**src/rtl/rf_wb_pkg.sv**
```systemverilog
// Shared types and constants for the register-file writeback arbiter.
package rf_wb_pkg;

    localparam int XLEN = 32;
    localparam int AW   = 5;

    localparam logic [AW-1:0] REG_ZERO = '0;

    typedef enum logic {
        PIPE_PRI  = 1'b0,
        MDU_FORCE = 1'b1
    } arb_state_e;

    typedef struct packed {
        logic            valid;
        logic [AW-1:0]   addr;
        logic [XLEN-1:0] data;
    } wr_req_t;

endpackage

```
**src/rtl/rf_wb_starve_ctr.sv**
```systemverilog
// Counts consecutive cycles the MDU is denied and flags the last denied cycle
// before a forced grant is due.
module rf_wb_starve_ctr
    import rf_wb_pkg::*;
#(
    parameter int STARVE_LIMIT = 4
) (
    input  logic clk,
    input  logic rst_n,
    input  logic mdu_valid,
    input  logic mdu_ready,
    output logic at_limit
);

    localparam int CNT_W = $clog2(STARVE_LIMIT + 1);

    logic [CNT_W-1:0] wait_cnt_q;
    logic [CNT_W-1:0] wait_cnt_d;

    // Any cycle without a denied MDU request breaks the streak.
    always_comb begin
        wait_cnt_d = wait_cnt_q;
        if (!mdu_valid || mdu_ready) begin
            wait_cnt_d = '0;
        end else if (wait_cnt_q != CNT_W'(STARVE_LIMIT)) begin
            wait_cnt_d = wait_cnt_q + 1'b1;
        end
    end

    always_ff @(posedge clk) begin
        if (!rst_n) begin
            wait_cnt_q <= '0;
        end else begin
            wait_cnt_q <= wait_cnt_d;
        end
    end

    assign at_limit = (wait_cnt_q == CNT_W'(STARVE_LIMIT - 1));

endmodule

```
**src/rtl/rf_wb_arbiter.sv**
```systemverilog
// Arbitrates the single regfile write port between the WB stage and the MDU.
// Define RF_WB_STARVE_GUARD_EN to bound MDU starvation; otherwise pipe priority is strict.
module rf_wb_arbiter
    import rf_wb_pkg::*;
#(
    parameter int XLEN = rf_wb_pkg::XLEN,
    parameter int AW   = rf_wb_pkg::AW
`ifdef RF_WB_STARVE_GUARD_EN
    ,
    parameter int STARVE_LIMIT = 4
`endif
) (
    input  logic            clk,
    input  logic            rst_n,
    input  logic            pipe_valid,
    input  logic [AW-1:0]   pipe_addr,
    input  logic [XLEN-1:0] pipe_data,
    output logic            pipe_ready,
    input  logic            mdu_valid,
    input  logic [AW-1:0]   mdu_addr,
    input  logic [XLEN-1:0] mdu_data,
    output logic            mdu_ready,
    output logic            rf_we,
    output logic [AW-1:0]   rf_waddr,
    output logic [XLEN-1:0] rf_wdata
);

    logic            pipe_acc;
    logic            mdu_acc;
    logic            rf_we_q,    rf_we_d;
    logic [AW-1:0]   rf_waddr_q, rf_waddr_d;
    logic [XLEN-1:0] rf_wdata_q, rf_wdata_d;

`ifdef RF_WB_STARVE_GUARD_EN
    arb_state_e state_q, state_d;
    logic       at_limit;

    rf_wb_starve_ctr #(
        .STARVE_LIMIT (STARVE_LIMIT)
    ) u_starve_ctr (
        .clk       (clk),
        .rst_n     (rst_n),
        .mdu_valid (mdu_valid),
        .mdu_ready (mdu_ready),
        .at_limit  (at_limit)
    );
`endif

    always_comb begin
        pipe_ready = 1'b0;
        mdu_ready  = 1'b0;
`ifdef RF_WB_STARVE_GUARD_EN
        state_d    = state_q;
        case (state_q)
            PIPE_PRI: begin
                pipe_ready = rst_n;
                mdu_ready  = rst_n & ~pipe_valid;
            end
            MDU_FORCE: begin
                mdu_ready = rst_n;
            end
            default: ;
        endcase
`else
        pipe_ready = rst_n;
        mdu_ready  = rst_n & ~pipe_valid;
`endif

        pipe_acc = pipe_valid & pipe_ready;
        mdu_acc  = mdu_valid & mdu_ready;

`ifdef RF_WB_STARVE_GUARD_EN
        case (state_q)
            PIPE_PRI: begin
                if (mdu_valid && !mdu_ready && at_limit) begin
                    state_d = MDU_FORCE;
                end
            end
            MDU_FORCE: begin
                // A dropped request while forced is a protocol slip; just recover.
                if (mdu_acc || !mdu_valid) begin
                    state_d = PIPE_PRI;
                end
            end
            default: state_d = PIPE_PRI;
        endcase
`endif

        // x0 writes still complete the handshake but never reach the regfile.
        rf_we_d    = 1'b0;
        rf_waddr_d = rf_waddr_q;
        rf_wdata_d = rf_wdata_q;
        if (pipe_acc) begin
            rf_we_d    = (pipe_addr != AW'(REG_ZERO));
            rf_waddr_d = pipe_addr;
            rf_wdata_d = pipe_data;
        end else if (mdu_acc) begin
            rf_we_d    = (mdu_addr != AW'(REG_ZERO));
            rf_waddr_d = mdu_addr;
            rf_wdata_d = mdu_data;
        end
    end

    always_ff @(posedge clk) begin
        if (!rst_n) begin
            rf_we_q    <= 1'b0;
            rf_waddr_q <= '0;
            rf_wdata_q <= '0;
`ifdef RF_WB_STARVE_GUARD_EN
            state_q    <= PIPE_PRI;
`endif
        end else begin
            rf_we_q    <= rf_we_d;
            rf_waddr_q <= rf_waddr_d;
            rf_wdata_q <= rf_wdata_d;
`ifdef RF_WB_STARVE_GUARD_EN
            state_q    <= state_d;
`endif
        end
    end

    assign rf_we    = rf_we_q;
    assign rf_waddr = rf_waddr_q;
    assign rf_wdata = rf_wdata_q;

endmodule

```
**config.mk**
```make
export PLATFORM = sky130hd
export DESIGN_NAME = rf_wb_arbiter
export DESIGN_NICKNAME = d
export VERILOG_FILES = /design/src/rtl/rf_wb_pkg.sv /design/src/rtl/rf_wb_starve_ctr.sv /design/src/rtl/rf_wb_arbiter.sv
export SDC_FILE = /design/constraint.sdc
export NUM_CORES = 1
export LEC_CHECK = 0
export ABC_CLOCK_PERIOD_IN_PS = 1300
export BUFFER_PORTS_ARGS = -buffer_cell sky130_fd_sc_hd__buf_2
export CAP_MARGIN = 25
export CORE_MARGIN = 8
export CORE_UTILIZATION = 42
export CTS_CLUSTER_SIZE = 40
export DETAILED_ROUTE_END_ITERATION = 7
export MAX_ROUTING_LAYER = met4
export PLACE_DENSITY = 0.79
export SYNTH_ARGS = -nofsm -noshare
export SYNTH_HDL_FRONTEND = slang
export SYNTH_HIERARCHICAL = 1
export SYNTH_SLANG_ARGS = --single-unit
```
**constraint.sdc**
```tcl
create_clock -name clk -period 1.3 [get_ports clk]
set_input_delay 0.195 -clock clk [delete_from_list [all_inputs] [get_ports clk]]
set_output_delay 0.195 -clock clk [all_outputs]
set_load 0.005 [all_outputs]
```
Word level (Yosys, flattened, before mapping)
Cells that the tools add are included.
- output and inout bits: 40
- bits in registers: 38
- input port bits: 78
- logic and storage cells: 16
- reductions and logical operators: 3
- mux-type cells: 6
- bitwise logic cells: 4
- operator list (cell ; number):
    32-bit two-way mux ; 2
    5-bit two-way mux ; 2
    5-bit nonzero test ; 2
    1-bit bitwise AND ; 3
    1-bit two-way mux ; 2
    2-bit nonzero test ; 1
    1-bit inverter ; 1

Depth between registers and ports, before layout
Gate-level depths: netlist of the first run.
- depth after elaboration: 5
- depth in mapped cells: 5
- gate-level depth less buffers: 3

Worst setup path after synthesis of the first run
OpenSTA, ideal clock, no wires.
- path kind: input-to-reg
- start point: input port pipe_addr[2]
- end point: register rf_we_q, in the netlist rf_we
- data required time: 1180 ps
- path buffers: 0
- path slack: 271 ps
- stages: 3
- library setup time: 120 ps
- arrival time: 910 ps
- cell sequence: or4_1 -> o211ai_2 -> nand2_1
- word-level cells in the longest chain between the ends: 2
- RTL lines (what ; RTL line ; source):
    from (decl) ; rf_wb_arbiter.sv:16 ; input logic [AW-1:0] pipe_addr,
    5-bit nonzero test ; rf_wb_arbiter.sv:94 ; rf_we_d = (pipe_addr != AW'(REG_ZERO));
    1-bit two-way mux ; rf_wb_arbiter.sv:93 ; if (pipe_acc) begin
    to (signal assigned) ; rf_wb_arbiter.sv:113 ; rf_we_q <= rf_we_d;
    to (decl) ; rf_wb_arbiter.sv:30 ; logic rf_we_q, rf_we_d;
No other way between the ends.
A chain may end at the register's enable or synchronous reset.

Worst setup path in the final report of the first run
- start point: input port rst_n
- end point: output port mdu_ready
- word-level cells in the longest chain between the ends: 1
- RTL lines (what ; RTL line ; source):
    from (decl) ; rf_wb_arbiter.sv:14 ; input logic rst_n,
    1-bit bitwise AND ; rf_wb_arbiter.sv:66 ; mdu_ready = rst_n & ~pipe_valid;
    to (decl) ; rf_wb_arbiter.sv:22 ; output logic mdu_ready,
No other way between the ends.

==> results.py, run 1 <==
metrics = {
    "placement": {
        "place_congestion": 0.7772,
        "pre_cts_ws_ns": 0.07598,
        "dpl.hpwl_um": 3855,
        "io_buffer_count": 117,
    },
    "sta": {
        "tightest_slew_ns": 0.2436,
        "skew_ns": 0,
        "timing.final.hold_violations": 0,
        "relSlewSlack": 0.8376,
        "rsz0062_at_grt": "false",
        "min_period_over_period": 0.7507,
        "maxClockFrequency_mhz": 1025,
        "period_needed_ns": 0.9759,
        "final.setup.tns_ns": 0,
        "fin_ws_ns": 0.3241,
        "setup_viol": 0,
        "slew_violations": 0,
    },
    "setup_path": {
        "worst_setup_path_start_kind": "input port",
        "worstPathArrival_ns": 0.78,
        "path_cells": "buf_2 > nor2b_1 > buf_2",
        "criticalPathCategory": "in -> out",
        "path_common_cell": "buf_2",
        "critPathMaxFanout": 16,
        "slowest_delay_ns": 0.23,
        "crit_buf_inv": 2,
        "endpoint_kind": "output port",
        "critPathRequiredTime_ns": 1.11,
        "critPathTopFamily": "buffers and inverters",
        "crit_path_top_delay_cell": "buf_2",
    },
    "drt": {
        "vias": 1744,
        "ant_nets": 0,
        "wl_per_cell_um": 12.81,
        "initialDrtViolationCount": 44,
        "drc_errors": 0,
        "vias_per_cell": 4.651,
        "wl_um": 4803,
        "dr.pass1.iters": 6,
    },
    "clock_network": {
        "cts.htree.levels": 2,
        "worstSkewPairLatency_ns": 0.28,
        "post_cts_buffers": 0,
        "cts_buffers": 5,
        "clock-sinks": 38,
        "cts_tree": "done",
        "cts_max_path_buffers": 2,
        "root_buffer": "clkbuf_8",
        "cts_resized": 0,
        "hold_buffers": 0,
        "clk_pin_slew_ns": 0.06,
    },
    "die": {
        "pin_count": 118,
        "core.rowCount": 24,
        "fp.dieArea_um2": 6757,
        "die_w_um": 82.20,
        "core-area_um2": 4294,
        "die_h_um": 82.20,
        "start_util": 0.4286,
    },
    "synth": {
        "synthTopCellsByArea": "dfxtp_1 (41%), mux2i_1 (20%), and2_1 (13%), nand2_1 (7.7%), o21ai_1 (7.3%)",
        "yosys_warnings": 6,
        "syn-num-nets": 287,
        "yosysTopAreaCellShare": 0.4133,
        "postSynthAreaPerCell_um2": 8.806,
        "yosysSeqAreaShare": 0.4133,
        "synth_seq_cells": 38,
        "synth.largest_area_cell": "dfxtp_1",
        "netlist_area_um2": 1841,
        "synth_cell_types": 16,
        "netlist_instances": 209,
    },
    "grt": {
        "grtUsageMet2": 0.2404,
        "met1_usage": 0.1693,
        "grt_pass1_wl_um": 7783,
        "busiest_layer": "met2",
        "grt_remaining_overflow": 0,
        "grt_pass1_vias": 1761,
        "grt_use_total": 0.1494,
        "antenna_found_initial": 0,
        "grt.met3_usage": 0.04762,
        "grt_max_degree": 45,
    },
    "layout": {
        "antennaDiodeCount": 0,
        "syn2layout_area_growth_pct": 38.48,
        "final_nets": 401,
        "drive_gt1_frac": 0.4025,
        "fill_cells": 387,
    },
    "power": {
        "power_frac_comb": 0.202,
        "p_seq_frac": 0.509,
        "peakVddDrop_uv": 447.8,
        "power_density_nw_per_um2": 986.2,
        "switchingPower_w": 0.0006164,
        "p_clk_frac": 0.290,
        "p_leak_nw": 1.358,
        "switching_share": 0.2452,
        "p_int_w": 0.001897,
    },
    "worst_hold_path": {
        "hold_path_class": "in -> reg",
    },
    "flow_run": {
        "cap_violations": 0,
    },
    "status": {
        "status": "finished, final reports clean",
    },
}
## cells in the mapped netlist, drive strengths merged
| cell type | number |
|---|---|
| buf | 12 |
| clkbuf | 5 |
| and2 | 37 |
| or4 | 2 |
| o21ai | 37 |
| o211ai | 2 |
| nor2b | 1 |
| dfxtp | 38 |
| mux2i | 37 |
| nand2 | 38 |
## cells by family after synthesis
logic type             share of synthesized area
AND/OR/NAND/NOR                           0.2148
AO/OA/AOI/OAI                             0.1115
flip-flops                                0.4133
multiplexers                              0.2012
buffers and inverters                    0.05914
## through the flow
stage | hold slack [ns] | power, W | instance area (um^2) | utilization | cells
finish | 0.1976 | 0.002513 | 2549 | 0.5935 | 375
global route | 0.2121 | 0.002681 | 2549 | 0.5935 | 375
CTS | 0.1934 | 0.002550 | 2549 | 0.5935 | 375
detailed placement | 0.4842 | 0.001821 | 2472 | 0.5758 | 368
global placement | 0.4574 | 0.001806 | 2472 | 0.5758 | 368
floorplan | 0.3433 | 0.001574 | 1841 | - | 209
## registers in the layout, indices dropped and copies added, names as in the netlist
name	count
rf_wdata	32
rf_we	1
rf_waddr	5
## worst reg2reg max path, stage by stage (launching register included)
cell and delay [ns]:
dfxtp_1 0.31, mux2i_1 0.14, o21ai_0 0.10, and2_1 0.16
## placed cells by master (no fill, tap or decap)
cell type | synthesis | final
and2_1 | 37 | 37
buf_12 | 0 | 3
buf_2 | 6 | 117
buf_4 | 2 | 4
clkbuf_1 | 5 | 2
clkbuf_8 | 0 | 5
dfxtp_1 | 38 | 38
mux2i_1 | 37 | 37
nand2_1 | 38 | 38
nor2b_1 | 1 | 1
o211ai_1 | 1 | 1
o211ai_2 | 1 | 1
o21ai_0 | 10 | 10
o21ai_1 | 27 | 27
or4_1 | 2 | 2
## power groups by stage
stage,Sequential (W),Clock (W),Combinational [W]
after floorplan,0.00131,0,0.000262
after global placement,0.00130,0,0.000505
after detailed placement,0.00130,0,0.000518
after CTS,0.00128,0.000753,0.000518
after global routing,0.00129,0.000818,0.000574
final,0.00128,0.000728,0.000507
## path summary, 6_finish.rpt
| path | start | to | slack [ns] | cells after the start |
|---|---|---|---|---|
| max reg2reg | rf_wdata[2] | rf_wdata[2] | 0.50 | 3 |
| max | rst_n | mdu_ready | 0.32 | 3 |
| min | pipe_addr[3] | rf_we | 0.20 | 3 |
| min reg2reg | rf_wdata[31] | rf_wdata[31] | 0.63 | 3 |
## metal layers
metal	wire, um	share of wire
met1	2032	0.42
met2	2281	0.47
met3	398	0.083
met4	90	0.019
met5	0	0
## area by class of cell
class,instances,area (um^2),share of cell area
Multi-Input combinational cell,154,970.9,0.3810
Clock buffer,7,76.32,0.02995
Sequential cell,38,760.7,0.2985
Tap cell,52,65.06,0.02553
Timing Repair Buffer,124,675.6,0.2651
(Power assumes the default switching activity.)
==> run 2, diff against run 1 <==
--- a/config.mk
+++ b/config.mk
@@ -5,7 +5,7 @@
 export SDC_FILE = /design/constraint.sdc
 export NUM_CORES = 1
 export LEC_CHECK = 0
-export ABC_CLOCK_PERIOD_IN_PS = 1300
+export ABC_CLOCK_PERIOD_IN_PS = 1010
 export BUFFER_PORTS_ARGS = -buffer_cell sky130_fd_sc_hd__buf_2
 export CAP_MARGIN = 25
 export CORE_MARGIN = 8
==> constraint.sdc (replaced) <==
create_clock -name clk -period 1.01 [get_ports clk]
set_input_delay 0.1515 -clock clk [delete_from_list [all_inputs] [get_ports clk]]
set_output_delay 0.1515 -clock clk [all_outputs]
set_load 0.005 [all_outputs]
==> run 2 against run 1 <==
Sequential power up 29%; clock skew unchanged; utilization up 0.12 points; sequential share of layout area down 0.059 points; via count up 1.0%; sequential cell count unchanged; die area unchanged.
==> results.py, run 2 (synthesized netlist as in run 1, its figures left out) <==
metrics = {
    "die": {
        "pin_count": 118,
        "die_h_um": 82.20,
        "core.rowCount": 24,
        "fp.dieArea_um2": 6757,
        "start_util": 0.4286,
        "die_w_um": 82.20,
        "core-area_um2": 4294,
    },
    "layout": {
        "drive_gt1_frac": 0.4006,
        "largest_reg_flops": 32,
        "final_cell_mix": "buf_2 (117), nand2_1 (38), dfxtp_1 (38), mux2i_1 (37), and2_1 (37)",
        "final_nets": 400,
        "final_common_cell": "buf_2",
        "syn2layout_area_growth_pct": 38.75,
        "antennaDiodeCount": 0,
    },
    "drt": {
        "dr.pass1.iters": 3,
        "initialDrtViolationCount": 54,
        "wl_per_cell_um": 13.21,
        "ant_nets": 0,
        "vias": 1762,
        "wl_um": 4940,
        "vias_per_cell": 4.711,
        "drc_errors": 0,
    },
    "setup_path": {
        "path_cells": "buf_2",
        "critPathTopFamily": "flip-flops",
        "critPathMaxFanout": 2,
        "slowest_delay_ns": 0.34,
        "crit_buf_inv": 1,
        "crit_path_top_delay_cell": "dfxtp_1",
        "endpoint_kind": "output port",
        "worstPathArrival_ns": 0.74,
        "r2r_start": "rf_waddr[1]",
        "worst_setup_path_start_kind": "flip-flop",
        "cp-startpoint": "rf_wdata[27]",
        "criticalPathCategory": "reg -> out",
        "critPathRequiredTime_ns": 0.86,
    },
    "sta": {
        "tightest_slew_ns": 0.1460,
        "slew_violations": 0,
        "setup_viol": 0,
        "final.setup.tns_ns": 0,
        "rsz0062_at_grt": "false",
        "skew_ns": 0,
        "period_needed_ns": 0.8926,
        "timing.final.hold_violations": 0,
        "fin_hold_ws_ns": 0.1320,
        "maxClockFrequency_mhz": 1120,
        "min_period_over_period": 0.8838,
        "relSlewSlack": 0.8999,
    },
    "clock_network": {
        "cts_buffers": 5,
        "cts.htree.levels": 2,
        "root_buffer": "clkbuf_8",
        "clk_pin_slew_ns": 0.07,
        "cts_resized": 0,
        "worstSkewPairLatency_ns": 0.28,
        "cts_max_path_buffers": 2,
        "post_cts_buffers": 0,
        "hold_buffers": 0,
        "cts_tree": "done",
        "clock-sinks": 38,
    },
    "worst_hold_path": {
        "hold_start": "mdu_addr[2]",
        "hold_path_class": "in -> reg",
    },
    "status": {
        "status": "finished, final reports clean",
    },
    "placement": {
        "dpl.hpwl_um": 3956,
        "io_buffer_count": 117,
        "place_congestion": 0.7899,
    },
    "power": {
        "p_leak_nw": 1.358,
        "power_density_nw_per_um2": 1271,
        "p_total_w": 0.003246,
        "peakVddDrop_uv": 743.5,
    },
    "flow_run": {
        "cap_violations": 0,
    },
    "grt": {
        "grt_pass1_wl_um": 7997,
        "antenna_found_initial": 0,
        "grt_max_degree": 46,
        "grt_use_total": 0.1552,
        "grt_remaining_overflow": 0,
        "grt_pass1_vias": 1881,
    },
}
## run 2: cell count changes in the layout (fill, tap and decap cells not counted), sizes merged
cell / delta
buf: -1
## run 2: final timing paths
kind | slack (ns) | cells past startpoint | endpoint
worst max-delay path | 0.12 | 1 | rf_wdata[27]
worst min register to register | 0.63 | 3 | rf_wdata[15]
worst max register to register | 0.21 | 3 | rf_waddr[1]
worst min-delay path | 0.13 | 3 | rf_we
## run 2: stage by stage
step	cell area, um^2	util	setup WS (ns)	std cells
final	2554	0.5947	0.1174	374
after global routing	2554	0.5947	0.05733	374
after CTS	2554	0.5947	0.1016	374
after detailed placement	2477	0.5769	-0.1536	367
after global placement	2477	0.5769	-0.1032	367
after floorplan	1841	-	0.02406	209
## run 2: where the power goes
group | leakage, nW | switching [W] | internal, W | total (W)
Sequential | 0.315 | 0.0000469 | 0.00160 | 0.00165
Combinational | 1.01 | 0.000289 | 0.000371 | 0.000660
Clock | 0.0383 | 0.000465 | 0.000475 | 0.000940
## run 2: per-layer routing
metal,GRT usage,part of all wire,up-vias
li1,-,-,921
met1,0.1622,0.40,773
met2,0.2788,0.51,62
met3,0.04545,0.077,6
met4,0.03684,0.0089,0
met5,-,0,-
## run 2: cell type report
cell class / count / area, um^2
fill: 402 / 1740
tap: 52 / 65.06
timing repair buffer: 123 / 680.7
clock buffer: 7 / 76.32
multi-input combinational: 154 / 970.9
sequential: 38 / 760.7
## run 2: worst reg2reg max path, stage by stage, from the launching register on
cell and delay, ns:
dfxtp_1 0.32, mux2i_1 0.14, o21ai_0 0.09, and2_1 0.15
